<file path="src/rtl/prga_pkg.sv">
// Shared definitions for the RC4 PRGA decrypt engine.
//   state_e  : FSM state encoding. Every RAM read state is followed by a
//              wait state because RAM data arrives one cycle after the address.
//   CHAR_LO  : default lowest valid plaintext byte ('a').
//   CHAR_HI  : default highest valid plaintext byte ('z').
//   SPACE    : the space character, optionally also valid.
package prga_pkg;

    typedef enum logic [3:0] {
        IDLE,
        RD_SI,
        WAIT_SI,
        CALC_J,
        RD_SJ,
        WAIT_SJ,
        WR_SI,
        WR_SJ,
        RD_F,
        WAIT_F,
        XOR_WR,
        DONE
    } state_e;

    localparam logic [7:0] CHAR_LO = 8'd97;
    localparam logic [7:0] CHAR_HI = 8'd122;
    localparam logic [7:0] SPACE   = 8'd32;

endpackage

</file>
<file path="src/rtl/prga_char_check.sv">
// Combinational plaintext validity test.
//   char_in : decrypted byte under test
//   valid   : 1 when CHAR_LO <= char_in <= CHAR_HI, or when ALLOW_SPACE is
//             set and char_in is a space
module prga_char_check #(
    parameter logic [7:0] CHAR_LO     = prga_pkg::CHAR_LO,
    parameter logic [7:0] CHAR_HI     = prga_pkg::CHAR_HI,
    parameter bit         ALLOW_SPACE = 1'b1
) (
    input  logic [7:0] char_in,
    output logic       valid
);
    import prga_pkg::SPACE;

    logic in_range;
    logic is_space;

    assign in_range = (char_in >= CHAR_LO) && (char_in <= CHAR_HI);
    assign is_space = ALLOW_SPACE && (char_in == SPACE);
    assign valid    = in_range || is_space;

endmodule

</file>
<file path="src/rtl/prga_decrypt_engine.sv">
// RC4 keystream generation (PRGA) and message decryption.
// Runs over an already-shuffled S array in external RAM, XORs the keystream
// with the encrypted message ROM and writes the result to a decrypted RAM,
// checking each plaintext byte against a character class.
//   clk, rst      : clock and asynchronous active-high reset
//   start         : level; S shuffle complete, run may begin / stay in DONE
//   in_data_s     : S RAM read data        in_data_m : message ROM read data
//   mem_address_s / out_data_s / wren_s : S RAM port
//   mem_address_m : message ROM address (k)
//   mem_address_d / out_data_d / wren_d : decrypted RAM port
//   busy, done    : run in progress / run finished (held until start drops)
//   fail_sig, fail_index : first invalid plaintext byte seen, and its index
//   led0          : done and no invalid byte
module prga_decrypt_engine #(
    parameter int         MSG_LEN       = 32,
    parameter bit         ABORT_ON_FAIL = 1'b1,
    parameter logic [7:0] CHAR_LO       = prga_pkg::CHAR_LO,
    parameter logic [7:0] CHAR_HI       = prga_pkg::CHAR_HI,
    parameter bit         ALLOW_SPACE   = 1'b1,
    localparam int        MW            = (MSG_LEN > 1) ? $clog2(MSG_LEN) : 1
) (
    input  logic          clk,
    input  logic          rst,
    input  logic          start,
    input  logic [7:0]    in_data_s,
    input  logic [7:0]    in_data_m,
    output logic [7:0]    mem_address_s,
    output logic [7:0]    out_data_s,
    output logic          wren_s,
    output logic [MW-1:0] mem_address_m,
    output logic [MW-1:0] mem_address_d,
    output logic [7:0]    out_data_d,
    output logic          wren_d,
    output logic          busy,
    output logic          done,
    output logic          fail_sig,
    output logic [MW-1:0] fail_index,
    output logic          led0
);
    import prga_pkg::*;

    localparam logic [MW-1:0] K_LAST = MW'(MSG_LEN - 1);

    state_e        state_q, state_d;
    logic [7:0]    i_q, i_d;
    logic [7:0]    j_q, j_d;
    logic [7:0]    si_q, si_d;      // old s[i], kept for the swap and f address
    logic [7:0]    sj_q, sj_d;      // old s[j]
    logic [MW-1:0] k_q, k_d;
    logic          fail_q, fail_d;
    logic [MW-1:0] fail_idx_q, fail_idx_d;

    logic [7:0]    plain;
    logic          plain_ok;

    assign plain = in_data_s ^ in_data_m;

    prga_char_check #(
        .CHAR_LO     (CHAR_LO),
        .CHAR_HI     (CHAR_HI),
        .ALLOW_SPACE (ALLOW_SPACE)
    ) u_char_check (
        .char_in (plain),
        .valid   (plain_ok)
    );

    always_ff @(posedge clk or posedge rst) begin
        if (rst) begin
            state_q    <= IDLE;
            i_q        <= '0;
            j_q        <= '0;
            si_q       <= '0;
            sj_q       <= '0;
            k_q        <= '0;
            fail_q     <= 1'b0;
            fail_idx_q <= '0;
        end else begin
            state_q    <= state_d;
            i_q        <= i_d;
            j_q        <= j_d;
            si_q       <= si_d;
            sj_q       <= sj_d;
            k_q        <= k_d;
            fail_q     <= fail_d;
            fail_idx_q <= fail_idx_d;
        end
    end

    // The S address is held through each wait state and the sampling state:
    // the RAM re-reads every cycle, so the data stays valid only while the
    // address does.
    always_comb begin
        state_d       = state_q;
        i_d           = i_q;
        j_d           = j_q;
        si_d          = si_q;
        sj_d          = sj_q;
        k_d           = k_q;
        fail_d        = fail_q;
        fail_idx_d    = fail_idx_q;
        mem_address_s = '0;
        out_data_s    = '0;
        wren_s        = 1'b0;
        out_data_d    = '0;
        wren_d        = 1'b0;

        case (state_q)
            IDLE: begin
                if (start) begin
                    state_d    = RD_SI;
                    i_d        = '0;
                    j_d        = '0;
                    k_d        = '0;
                    fail_d     = 1'b0;
                    fail_idx_d = '0;
                end
            end
            RD_SI: begin
                i_d           = i_q + 8'd1;
                mem_address_s = i_q + 8'd1;
                state_d       = WAIT_SI;
            end
            WAIT_SI: begin
                mem_address_s = i_q;
                state_d       = CALC_J;
            end
            CALC_J: begin
                mem_address_s = i_q;
                si_d          = in_data_s;
                j_d           = j_q + in_data_s;
                state_d       = RD_SJ;
            end
            RD_SJ: begin
                mem_address_s = j_q;
                state_d       = WAIT_SJ;
            end
            WAIT_SJ: begin
                mem_address_s = j_q;
                state_d       = WR_SI;
            end
            WR_SI: begin
                // s[j] arrives this cycle; forward it straight into s[i].
                mem_address_s = i_q;
                out_data_s    = in_data_s;
                wren_s        = 1'b1;
                sj_d          = in_data_s;
                state_d       = WR_SJ;
            end
            WR_SJ: begin
                mem_address_s = j_q;
                out_data_s    = si_q;
                wren_s        = 1'b1;
                state_d       = RD_F;
            end
            RD_F: begin
                mem_address_s = si_q + sj_q;
                state_d       = WAIT_F;
            end
            WAIT_F: begin
                mem_address_s = si_q + sj_q;
                state_d       = XOR_WR;
            end
            XOR_WR: begin
                mem_address_s = si_q + sj_q;
                out_data_d    = plain;
                wren_d        = 1'b1;
                if (!plain_ok && !fail_q) begin
                    fail_d     = 1'b1;
                    fail_idx_d = k_q;
                end
                if ((!plain_ok && ABORT_ON_FAIL) || (k_q == K_LAST)) begin
                    state_d = DONE;
                end else begin
                    k_d     = k_q + MW'(1);
                    state_d = RD_SI;
                end
            end
            DONE: begin
                if (!start) begin
                    state_d = IDLE;
                end
            end
            default: state_d = IDLE;
        endcase
    end

    assign mem_address_m = k_q;
    assign mem_address_d = k_q;
    assign busy          = (state_q != IDLE) && (state_q != DONE);
    assign done          = (state_q == DONE);
    assign fail_sig      = fail_q;
    assign fail_index    = fail_idx_q;
    assign led0          = done && !fail_q;

endmodule
</file>
<file path="config.mk">
export PLATFORM = sky130hd
export DESIGN_NAME = prga_decrypt_engine
export DESIGN_NICKNAME = d
export VERILOG_FILES = /design/src/rtl/prga_pkg.sv /design/src/rtl/prga_char_check.sv /design/src/rtl/prga_decrypt_engine.sv
export SDC_FILE = /design/constraint.sdc
export NUM_CORES = 1
export LEC_CHECK = 0
export CORE_ASPECT_RATIO = 1.25
export CORE_MARGIN = 2
export CORE_UTILIZATION = 52
export DETAILED_ROUTE_END_ITERATION = 7
export GPL_TIMING_DRIVEN = 0
export PLACE_DENSITY_LB_ADDON = 0.2
export SYNTH_ARGS = -nofsm -noshare
export SYNTH_HDL_FRONTEND = slang
export SYNTH_SLANG_ARGS = --single-unit
export TNS_END_PERCENT = 5
</file>
<file path="constraint.sdc">
create_clock -name clk -period 2.6 [get_ports clk]
set_input_delay 0.52 -clock clk [delete_from_list [all_inputs] [get_ports clk]]
set_output_delay 0.52 -clock clk [all_outputs]
set_load 0.01 [all_outputs]
</file>
# == Word level (Yosys, flattened, before mapping) ==
# Index checks and enable logic that the tools add are counted.
# W data, S select, Z words.
# op_classes
addsub,4
n_mul,0
div_mod_pow,0
order_cmp,2
n_eq_ne,18
shifts,0
n_mux,20
n_bitwise,1
reduce_logical,22
# op_table
operator,count
$pmux W4 S12,1
$pmux W8 S2,3
$pmux W8 S4,1
$pmux W5 S2,2
$add A8 B8 Y8,2
$eq A4 B3 Y1 const B,4
$eq A4 B4 Y1 const B,4
$mux W8,2
$mux W5,3
$mux W4,3
$reduce_or A3 Y1,3
$add A8 B1 Y8 const B,1
$eq A4 B2 Y1 const B,2
$eq A8 B6 Y1 const B,1
$ge A8 B7 Y1 const B,1
$le A8 B7 Y1 const B,1
$ne A2 B2 Y1 const B,4
$xor A8 B8 Y8,1
$reduce_and A2 Y1,3
$reduce_and A3 Y1,2
$reduce_bool A2 Y1,3
$add A5 B1 Y5 const B,1
$eq A5 B5 Y1 const B,1
$eq A4 B1 Y1 const B,1
9 further kinds,17
# word_totals
reg_bits,47
latchBits,0
mem_bits_rw,0
mem_bits_ro,0
inputBits,19
wordCells,75
mem_count,0

# == Longest topological paths before layout ==
# Gate-level depths: netlist (run 1).
# logic_depth
depth_word,8
ltp_mapped,8

# == Modules after synthesis ==
# From an unflattened synthesis (run 1), not the netlist that was laid out.
# hier_totals
hier_cells,354
hier_area_um2,3235.6
# by_module_without_submodules
module,instances,cells_each,area_per_inst_um2,seq_area_each_um2
prga_decrypt_engine,1,344,3171.8,1176.1
prga_char_check,1,10,63.8,0.0

# == Worst setup path before layout (run 1) ==
# Ideal clock, no wire load.
# synth_timing
path_kind,reg-to-output
startpoint,reg si_q[0]
endpoint,out mem_address_s[6]
t_arrival_ps,1984
slack_ps,96
path_stages_with_launch,9
n_path_buf,0
cell_sequence,dfrtp_1 ha_1 fa_1 a21o_1 a21oi_1 o21bai_1 mux2i_1 a21oi_1 or3_1
# synth_between
elab_chain_len,2
# synth_rtl
element,line_no,text
start: declaration,prga_decrypt_engine.sv:47,"logic [7:0] si_q, si_d;"
start signal: assignment,prga_decrypt_engine.sv:81,si_q <= si_d;
$add A8 B8 Y8,"prga_decrypt_engine.sv:156, prga_decrypt_engine.sv:160, prga_decrypt_engine.sv:164",
$pmux W8 S4,prga_decrypt_engine.sv:107,case (state_q)
end: declaration,prga_decrypt_engine.sv:27,"output logic [7:0] mem_address_s,"
# Every way passes these cells.

# == Worst setup path in the final report (run 1) ==
# layout_timing
startpoint,reg sj_q[0]
endpoint,out mem_address_s[6]
# layout_between
elab_chain_len,2
# layout_rtl
element,line_no,text
start: declaration,prga_decrypt_engine.sv:48,"logic [7:0] sj_q, sj_d;"
start signal: assignment,prga_decrypt_engine.sv:82,sj_q <= sj_d;
$add A8 B8 Y8,"prga_decrypt_engine.sv:156, prga_decrypt_engine.sv:160, prga_decrypt_engine.sv:164",
$pmux W8 S4,prga_decrypt_engine.sv:107,
# Every way passes these cells.

==> results.sh, run 1 <==
export IMPL_rsz0062_at_grt="true"
export IMPL_min_period_ns=2.929
export IMPL_timing_rr_start="j_q[0]"
export IMPL_vias_per_cell=5.948
export IMPL_reg2regPathDepth=8
export IMPL_worst_slew_pin_transition_ns=0.7677
export IMPL_ys_flop_type="dfrtp_1"
export IMPL_drv_slew=0
export IMPL_layout_drive_gt1_share_pct=17.24
export IMPL_cp_max_fo=2
export IMPL_num_rows=31
export IMPL_skew_ns=0.008608
export IMPL_cts_buffer_depth=2
export IMPL_power_density_nw_per_um2=1112
export IMPL_critical_path_endpoint="mem_address_s[6]"
export IMPL_grt_pass1_wl_mm=13.60
export IMPL_leakagePower_uw=0.002102
export IMPL_ys_warn_count=0
export IMPL_die_area_um2=6706
export IMPL_cts_root_buf="clkbuf_8"
export IMPL_insertion_delay_ns=0.30
export IMPL_die_h_um=91.06
export IMPL_synth_most_common_cell="nand2_1"
export IMPL_cp_slowest_cell="dfrtp_1"
export IMPL_wl_mm=8.299
export IMPL_grt_pass1_vias=2846
export IMPL_ioPinCount=64
export IMPL_cp_end_kind="primary output"
export IMPL_route_vias_total=2980
export IMPL_syn2layout_area_growth_pct=32.38
export IMPL_io_buffers=63
export IMPL_synth_top_area_share_pct=37.30
export IMPL_max_clock_freq_mhz=341.4
export IMPL_core_um2=5818
export IMPL_hp_class="in2async"
export IMPL_drv_cap=0
export IMPL_violations="setup timing"
export IMPL_setup_viol=6
export IMPL_firstDrtPassIters=5
export IMPL_required_ns=2.08
export IMPL_netlist_top_cells_area="dfrtp_1 37%, nand2_1 7.1%, ha_1 6.7%"
export IMPL_ys_ff_latch=47
export IMPL_synth_common_cells="60 x nand2_1, 47 x dfrtp_1, 36 x nor2_1"
export IMPL_yosysTopAreaCell="dfrtp_1"
export IMPL_worst_slack_ns=-0.3287
export IMPL_numCtsBuffers=5
export IMPL_diodes=0
export IMPL_startpoint_type="flip-flop"
export IMPL_ir_drop_mv=0.7300
export IMPL_nets=472
export IMPL_cts_clk_slew_worst_paths_ns=0.09
export IMPL_nFillCells=465
export IMPL_globalRouteTotalUtil_pct=25.71
export IMPL_place_gp_congestion=0.9273
export IMPL_status="complete, but fails checks"
export IMPL_regArea_um2=1180
export IMPL_syn_inst=359
export IMPL_cts_sinks=47
export IMPL_tritoncts="yes"
export IMPL_initialDrtViolationCount=175
export IMPL_ys_types=44
export IMPL_drcViolationCount=0
export IMPL_path_class="reg2out"
export IMPL_path_cells="ha_2 > fa_2 > a21o_1 > a21oi_2 > o21bai_1 > mux2i_1 > a21oi_2 > or3_1 > buf_2"
export IMPL_post_place_ws_ns=-0.5187
export IMPL_worstPathArrival_ns=2.41
export IMPL_synth_edff_count=0
export IMPL_critPathMaxStageDelay_ns=0.40
export IMPL_r2r_slack_ns=0.53
export IMPL_antenna_found_initial=0
export IMPL_min_period_over_period_pct=112.6
export IMPL_ys_seq_area_share_pct=37.30
export IMPL_fin_setup_tns_ns=-0.9984
export IMPL_grt_max_degree=38
export IMPL_syn_area_um2=3153
export IMPL_cp_startpoint="sj_q[0]"
export IMPL_routedWlPerCell_um=16.56
export IMPL_async_flop_share_pct=100.0
export IMPL_start_util_pct=54.19
export IMPL_r2r_end="j_q[6]"
export IMPL_slew_headroom_pct=48.54
export IMPL_path_common_cell="a21oi_2"
export IMPL_syn_num_nets=397
export IMPL_syn_avg_cell_area_um2=8.783
export IMPL_fin_util_pct=71.74
export IMPL_die_w_um=73.65
export IMPL_hold_viol=0
export IMPL_cts_hold_buf=0
export IMPL_gr_total_overflow=0
export IMPL_drtAntennaViolNets=0
export IMPL_multi_input_area_um2=1963
export IMPL_dp_hpwl_mm=6.152
export IMPL_h_tree_depth=2
-- cells in the final DEF, fill, tap and decap left out, types with 5 or more instances in the layout --
master,n
a22o_1,8
xnor2_1,8
nor2b_1,6
clkbuf_8,7
nand3_1,18
buf_4,12
dfrtp_1,44
inv_1,11
nor2_1,31
a21o_1,6
ha_1,16
nor3_1,6
mux2i_1,8
mux2_2,11
o21ai_0,19
o211ai_1,7
nand2_1,58
clkdlybuf4s50_1,43
a21oi_1,14
xor2_1,7
dlymetal6s2s_1,11
dlygate4sd2_1,5
-- worst max-delay path, delay by kind of cell (launching register included) --
family | cells | cell delay [ns]
adder cells (fa/ha/maj) | 2 | 0.56
AND/OR/NAND/NOR | 1 | 0.32
AO/OA/AOI/OAI | 4 | 0.50
multiplexers | 1 | 0.18
flip-flops | 1 | 0.40
buffers and inverters | 1 | 0.15
-- state kept, by name (all words and copies together) (netlist names) --
register       flops
state_q            4
si_q               8
j_q                8
i_q                8
fail_index         5
sj_q               8
fail_sig           1
mem_address_d      5
-- logic make-up (layout without fill, tap and decap cells) --
logic type | after synthesis | in the layout | synth area share [%]
AND/OR/NAND/NOR | 148 | 148 | 21.15
AO/OA/AOI/OAI | 76 | 76 | 16.03
flip-flops | 47 | 47 | 37.30
buffers and inverters | 29 | 105 | 4.246
XOR/XNOR | 21 | 21 | 6.786
adder cells (fa/ha/maj) | 19 | 19 | 8.016
multiplexers | 19 | 19 | 6.468
-- layer usage --
metal,GRT usage (%),vias to the layer above,wire length (µm)
met5,0,-,0
met4,6.364,0,208
met3,3.108,16,378
met2,44.94,102,4434
met1,33.12,1461,3277
li1,-,1401,-
-- how the worst min path moves through the flow --
| stage | startpoint | to | slack [ns] | depth (start not counted) |
|---|---|---|---|---|
| floorplan | j_q[7] | j_q[7] | 0.46 | 1 |
| global placement | j_q[7] | j_q[7] | 0.48 | 1 |
| detailed placement | j_q[7] | j_q[7] | 0.49 | 1 |
| CTS | rst | j_q[5] | 0.46 | 2 |
| global route | rst | j_q[5] | 0.49 | 2 |
| finish | rst | j_q[5] | 0.46 | 2 |
-- report_power, final --
group	internal [µW]	switching, µW
Clock	243	249
Combinational	1340	1490
Sequential	1030	304
Total	2600	2040
-- layout make-up --
cell class	count	share of cell area, %
tap	66	1.978
timing repair buffer	69	16.67
buffer	15	2.488
inverter	13	1.169
sequential	47	28.27
multi-input combinational	283	47.03
clock buffer	8	2.398
-- repair_timing --
item | CTS | global route
gates resized for setup | 41 | 32
gates cloned | 0 | 0
buffers inserted | 4 | 1
pin swaps | 7 | 3
endpoints found under the setup margin | 27 | 24
-- stage by stage --
stage          cell area, µm²  hold WS, ns  power, µW  cells
5_1_grt                  4174       0.4857       5013    501
3_5_place_dp             3886       0.4868       3920    489
2_1_floorplan            3153       0.4557       2962    359
6_report                 4174       0.4615       4643    501
4_1_cts                  4091       0.4624       4543    500
3_3_place_gp             3866       0.4795       3841    488
No activity file was read; power rests on OpenSTA's default activity.
==> run 2: changes to the inputs <==
Settings changed: MAX_ROUTING_LAYER set to met4.
==> results.sh, run 2 (synthesis gave the netlist of run 1 again) <==
export IMPL_status="complete, but fails checks"
export IMPL_violations="setup timing"
export IMPL_final_common_cell="nand2_1"
export IMPL_drtAntennaViolNets=0
export IMPL_ir_drop_mv=0.6667
export IMPL_numCtsBuffers=5
export IMPL_insertion_delay_ns=0.31
export IMPL_tritoncts="yes"
export IMPL_drcViolationCount=0
export IMPL_worstPathArrival_ns=2.45
export IMPL_fin_area_um2=4153
export IMPL_nets=473
export IMPL_path_class="reg2out"
export IMPL_cp_slowest_cell="dfrtp_1"
export IMPL_gr_total_overflow=0
export IMPL_setup_viol=13
export IMPL_met3_usage_pct=3.330
export IMPL_fin_setup_tns_ns=-1.884
export IMPL_io_buffers=63
export IMPL_dp_hpwl_mm=6.233
export IMPL_drv_cap=0
export IMPL_critPathMaxStageDelay_ns=0.42
export IMPL_ioPinCount=64
export IMPL_num_rows=31
export IMPL_use_met1_pct=32.24
export IMPL_layout_cells_non_filler=502
export IMPL_grt_max_degree=39
export IMPL_hp_class="in2async"
export IMPL_vias_per_cell=5.869
export IMPL_cts_sinks=47
export IMPL_place_area_um2=3886
export IMPL_leakagePower_uw=0.001945
export IMPL_start_util_pct=54.19
export IMPL_path_cells="ha_4 > fa_2 > a21o_1 > a21oi_2 > o21bai_1 > mux2i_1 > a21oi_2 > or3_1 > buf_2"
export IMPL_firstDrtPassIters=6
export IMPL_power_density_nw_per_um2=1141
export IMPL_nFillCells=465
export IMPL_worst_slack_ns=-0.3674
export IMPL_diodes=0
export IMPL_cts_buffer_depth=2
export IMPL_cts_hold_buf=0
export IMPL_min_period_ns=2.967
export IMPL_core_um2=5818
export IMPL_slew_headroom_pct=43.45
export IMPL_max_clock_freq_mhz=337.0
export IMPL_multi_input_area_um2=1941
export IMPL_hold_viol=0
export IMPL_die_h_um=91.06
export IMPL_cp_end_kind="primary output"
export IMPL_route_vias_total=2946
export IMPL_worst_slew_pin_transition_ns=0.8436
export IMPL_busiest_layer="met2"
export IMPL_place_gp_congestion=0.9399
export IMPL_syn2layout_area_growth_pct=31.71
export IMPL_globalRouteTotalUtil_pct=26.30
export IMPL_drv_slew=0
export IMPL_h_tree_depth=2
export IMPL_min_period_over_period_pct=114.1
export IMPL_die_w_um=73.65
export IMPL_initialDrtViolationCount=193
export IMPL_timing_rr_start="j_q[0]"
export IMPL_layout_drive_gt1_share_pct=16.51
export IMPL_antenna_found_initial=0
export IMPL_regArea_um2=1180
export IMPL_cts_root_buf="clkbuf_8"
export IMPL_grt_pass1_vias=2872
export IMPL_layout_common_cells="59 x nand2_1, 52 x clkdlybuf4s50_1, 44 x dfrtp_1"
export IMPL_grt_pass1_wl_mm=13.56
export IMPL_routedWlPerCell_um=16.59
export IMPL_rsz0062_at_grt="true"
export IMPL_cp_startpoint="sj_q[0]"
export IMPL_fin_util_pct=71.38
export IMPL_cp_max_fo=2
export IMPL_dp_cells=489
export IMPL_die_area_um2=6706
export IMPL_skew_ns=0.01294
export IMPL_use_met2_pct=44.57
export IMPL_cts_clk_slew_worst_paths_ns=0.10
export IMPL_required_ns=2.08
export IMPL_wl_mm=8.330
export IMPL_startpoint_type="flip-flop"
export IMPL_path_common_cell="a21oi_2"
-- run 2: metrics by stage --
step,hold slack (ns),worst slack (ns),power (µW)
after global routing,0.4645,-0.5033,5074
after detailed placement,0.4908,-0.5483,3941
after global placement,0.4782,-0.5081,3851
after floorplan,0.4557,0.09630,2962
after CTS,0.4568,-0.3221,4635
final,0.4451,-0.3674,4737
-- run 2: cell type report --
type,instances,area share [%]
clock inverter,2,0.8436
clock buffer,6,1.989
multi-input combinational,283,46.73
sequential,47,28.41
inverter,13,1.175
tap,66,1.989
timing repair buffer,71,16.63
buffer,14,2.230
-- run 2: final timing paths --
path	end	slack [ns]	cells past startpoint
max reg2reg	j_q[6]	0.44	8
max in group asynchronous	state_q[3]	1.66	3
min	mem_address_d[1]	0.45	2
max	mem_address_s[6]	-0.37	9
min in group clk	j_q[7]	0.51	1
min reg2reg	j_q[7]	0.51	1
-- run 2: power breakdown --
part           total (µW)  internal, µW  switching [µW]
Combinational        2820          1350            1470
Sequential           1340          1030             315
Clock                 576           312             264
Total                4740          2680            2050
-- run 2: timing repair --
item / 4_1_cts / 5_1_grt
resized for setup: 37 / 15
gates cloned: 0 / 0
setup buffers: 5 / 2
endpoints found under the hold margin: 0 / 0
setup endpoints to repair: 28 / 27
pin swaps: 5 / 6
-- run 2: critical path, delay by kind of cell, from the launching register on --
| family | cells | cell delay [ns] |
|---|---|---|
| AOI/OAI and AO/OA | 4 | 0.50 |
| buffers and inverters | 1 | 0.15 |
| DFF | 1 | 0.42 |
| adders and majority gates | 2 | 0.54 |
| and+or+nand+nor | 1 | 0.33 |
| muxes | 1 | 0.19 |
-- run 2: layer usage --
layer / up-vias / part of all wire [%]
met5: - / 0
met3: 14 / 4.2
met1: 1445 / 41
met4: 0 / 2.0
li1: 1402 / -
met2: 85 / 53
==> run 3: changes to the inputs <==
Settings changed: GPL_TIMING_DRIVEN 0 to unset.
==> results.sh, run 3 (synthesis gave the netlist of run 1 again) <==
export IMPL_vias_per_cell=5.723
export IMPL_setup_viol=7
export IMPL_cts_hold_buf=0
export IMPL_grt_pass1_vias=3008
export IMPL_slew_headroom_pct=59.48
export IMPL_grt_pass1_wl_mm=13.99
export IMPL_core_um2=5818
export IMPL_die_w_um=73.65
export IMPL_cts_clk_slew_worst_paths_ns=0.08
export IMPL_fin_setup_tns_ns=-1.098
export IMPL_worst_slew_pin_transition_ns=0.6077
export IMPL_grt_max_degree=48
export IMPL_hold_path_startpoint="j_q[7]"
export IMPL_initialDrtViolationCount=207
export IMPL_place_gp_congestion=0.8761
export IMPL_globalRouteTotalUtil_pct=27.51
export IMPL_cp_end_kind="primary output"
export IMPL_wl_mm=8.513
export IMPL_path_class="reg2out"
export IMPL_min_period_over_period_pct=111.1
export IMPL_ir_drop_mv=0.7859
export IMPL_diodes=0
export IMPL_holdWs_ns=0.5086
export IMPL_die_h_um=91.06
export IMPL_cts_sinks=47
export IMPL_timing_rr_start="j_q[0]"
export IMPL_dp_hpwl_mm=6.316
export IMPL_ioPinCount=64
export IMPL_cp_max_fo=2
export IMPL_io_buffers=63
export IMPL_drv_cap=0
export IMPL_skew_ns=0.002492
export IMPL_final_common_cell="nand2_1"
export IMPL_die_area_um2=6706
export IMPL_drcViolationCount=0
export IMPL_layout_drive_gt1_share_pct=19.74
export IMPL_required_ns=2.08
export IMPL_leakagePower_uw=0.002052
export IMPL_numCtsBuffers=5
export IMPL_num_rows=31
export IMPL_syn2layout_area_growth_pct=35.40
export IMPL_insertion_delay_ns=0.30
export IMPL_antenna_found_initial=0
export IMPL_rsz0062_at_grt="true"
export IMPL_min_period_ns=2.888
export IMPL_firstDrtPassIters=5
export IMPL_drtAntennaViolNets=0
export IMPL_drv_slew=0
export IMPL_tritoncts="yes"
export IMPL_post_place_ws_ns=-0.4281
export IMPL_cts_root_buf="clkbuf_8"
export IMPL_gr_total_overflow=0
export IMPL_max_clock_freq_mhz=346.2
export IMPL_power_density_nw_per_um2=1120
export IMPL_start_util_pct=54.19
export IMPL_worst_slack_ns=-0.2885
export IMPL_violations="setup timing"
export IMPL_nFillCells=468
export IMPL_status="complete, but fails checks"
export IMPL_h_tree_depth=2
export IMPL_layout_common_cells="59 x nand2_1, 50 x clkdlybuf4s50_1, 47 x buf_4"
export IMPL_routedWlPerCell_um=16.15
export IMPL_startpoint_type="flip-flop"
export IMPL_cts_buffer_depth=2
export IMPL_nets=499
export IMPL_cp_startpoint="si_q[0]"
export IMPL_hp_class="reg2reg"
export IMPL_worstPathArrival_ns=2.37
export IMPL_hold_viol=0
export IMPL_route_vias_total=3016
[run 3: metrics by stage]
step           cell area (µm²)  utilization (%)  total power (µW)  instances
2_1_floorplan             3153                -              2962        359
3_3_place_gp              4146            71.27              4167        519
3_5_place_dp              4146            71.27              4252        519
4_1_cts                   4250            73.05              4743        527
5_1_grt                   4269            73.38              5146        527
6_report                  4269            73.38              4783        527
[run 3: routing by layer]
| metal | track usage (%) | up-vias | share of wire [%] |
|---|---|---|---|
| met1 | 32.95 | 1449 | 40 |
| met5 | - | - | 0 |
| li1 | - | 1449 | - |
| met4 | 9.697 | 0 | 2.7 |
| met3 | 3.441 | 20 | 4.6 |
| met2 | 46.73 | 98 | 52 |
[run 3: repair_timing]
action | CTS | global route
gates cloned | 0 | 0
gates resized for setup | 31 | 5
pin swaps | 3 | 3
hold endpoints to repair | 0 | 0
setup buffers | 1 | 0
endpoints found under the setup margin | 24 | 18
[run 3: cell type report]
type	instances	area (µm²)	share of cell area, %
clock buffers	6	82.58	1.934
clock inverters	1	5.005	0.1172
inverters	13	48.80	1.143
multi-input cells	283	1887	44.20
flip-flops and latches	47	1180	27.64
well taps	66	82.58	1.934
repair buffers	111	983.4	23.04
[run 3: power breakdown]
group          switching (µW)  internal, µW
Combinational            1500          1510
Sequential                299          1030
Clock                     242           209
Total                    2040          2750
[run 3: path summary, 6_finish.rpt]
path | end | slack (ns) | depth (start not counted)
max | mem_address_s[6] | -0.29 | 9
min | j_q[7] | 0.51 | 1
max in group asynchronous | state_q[0] | 1.48 | 3
min reg2reg | j_q[7] | 0.51 | 1
min in group asynchronous | sj_q[7] | 0.67 | 3
max reg2reg | j_q[6] | 0.52 | 8
[run 3: worst max-delay path, stage by stage (launching register included)]
cell,delay [ns]
dfrtp_1,0.39
ha_2,0.20
fa_2,0.34
a21o_1,0.17
a21oi_2,0.14
o21bai_1,0.09
mux2i_1,0.19
a21oi_2,0.09
or3_1,0.31
buf_2,0.15
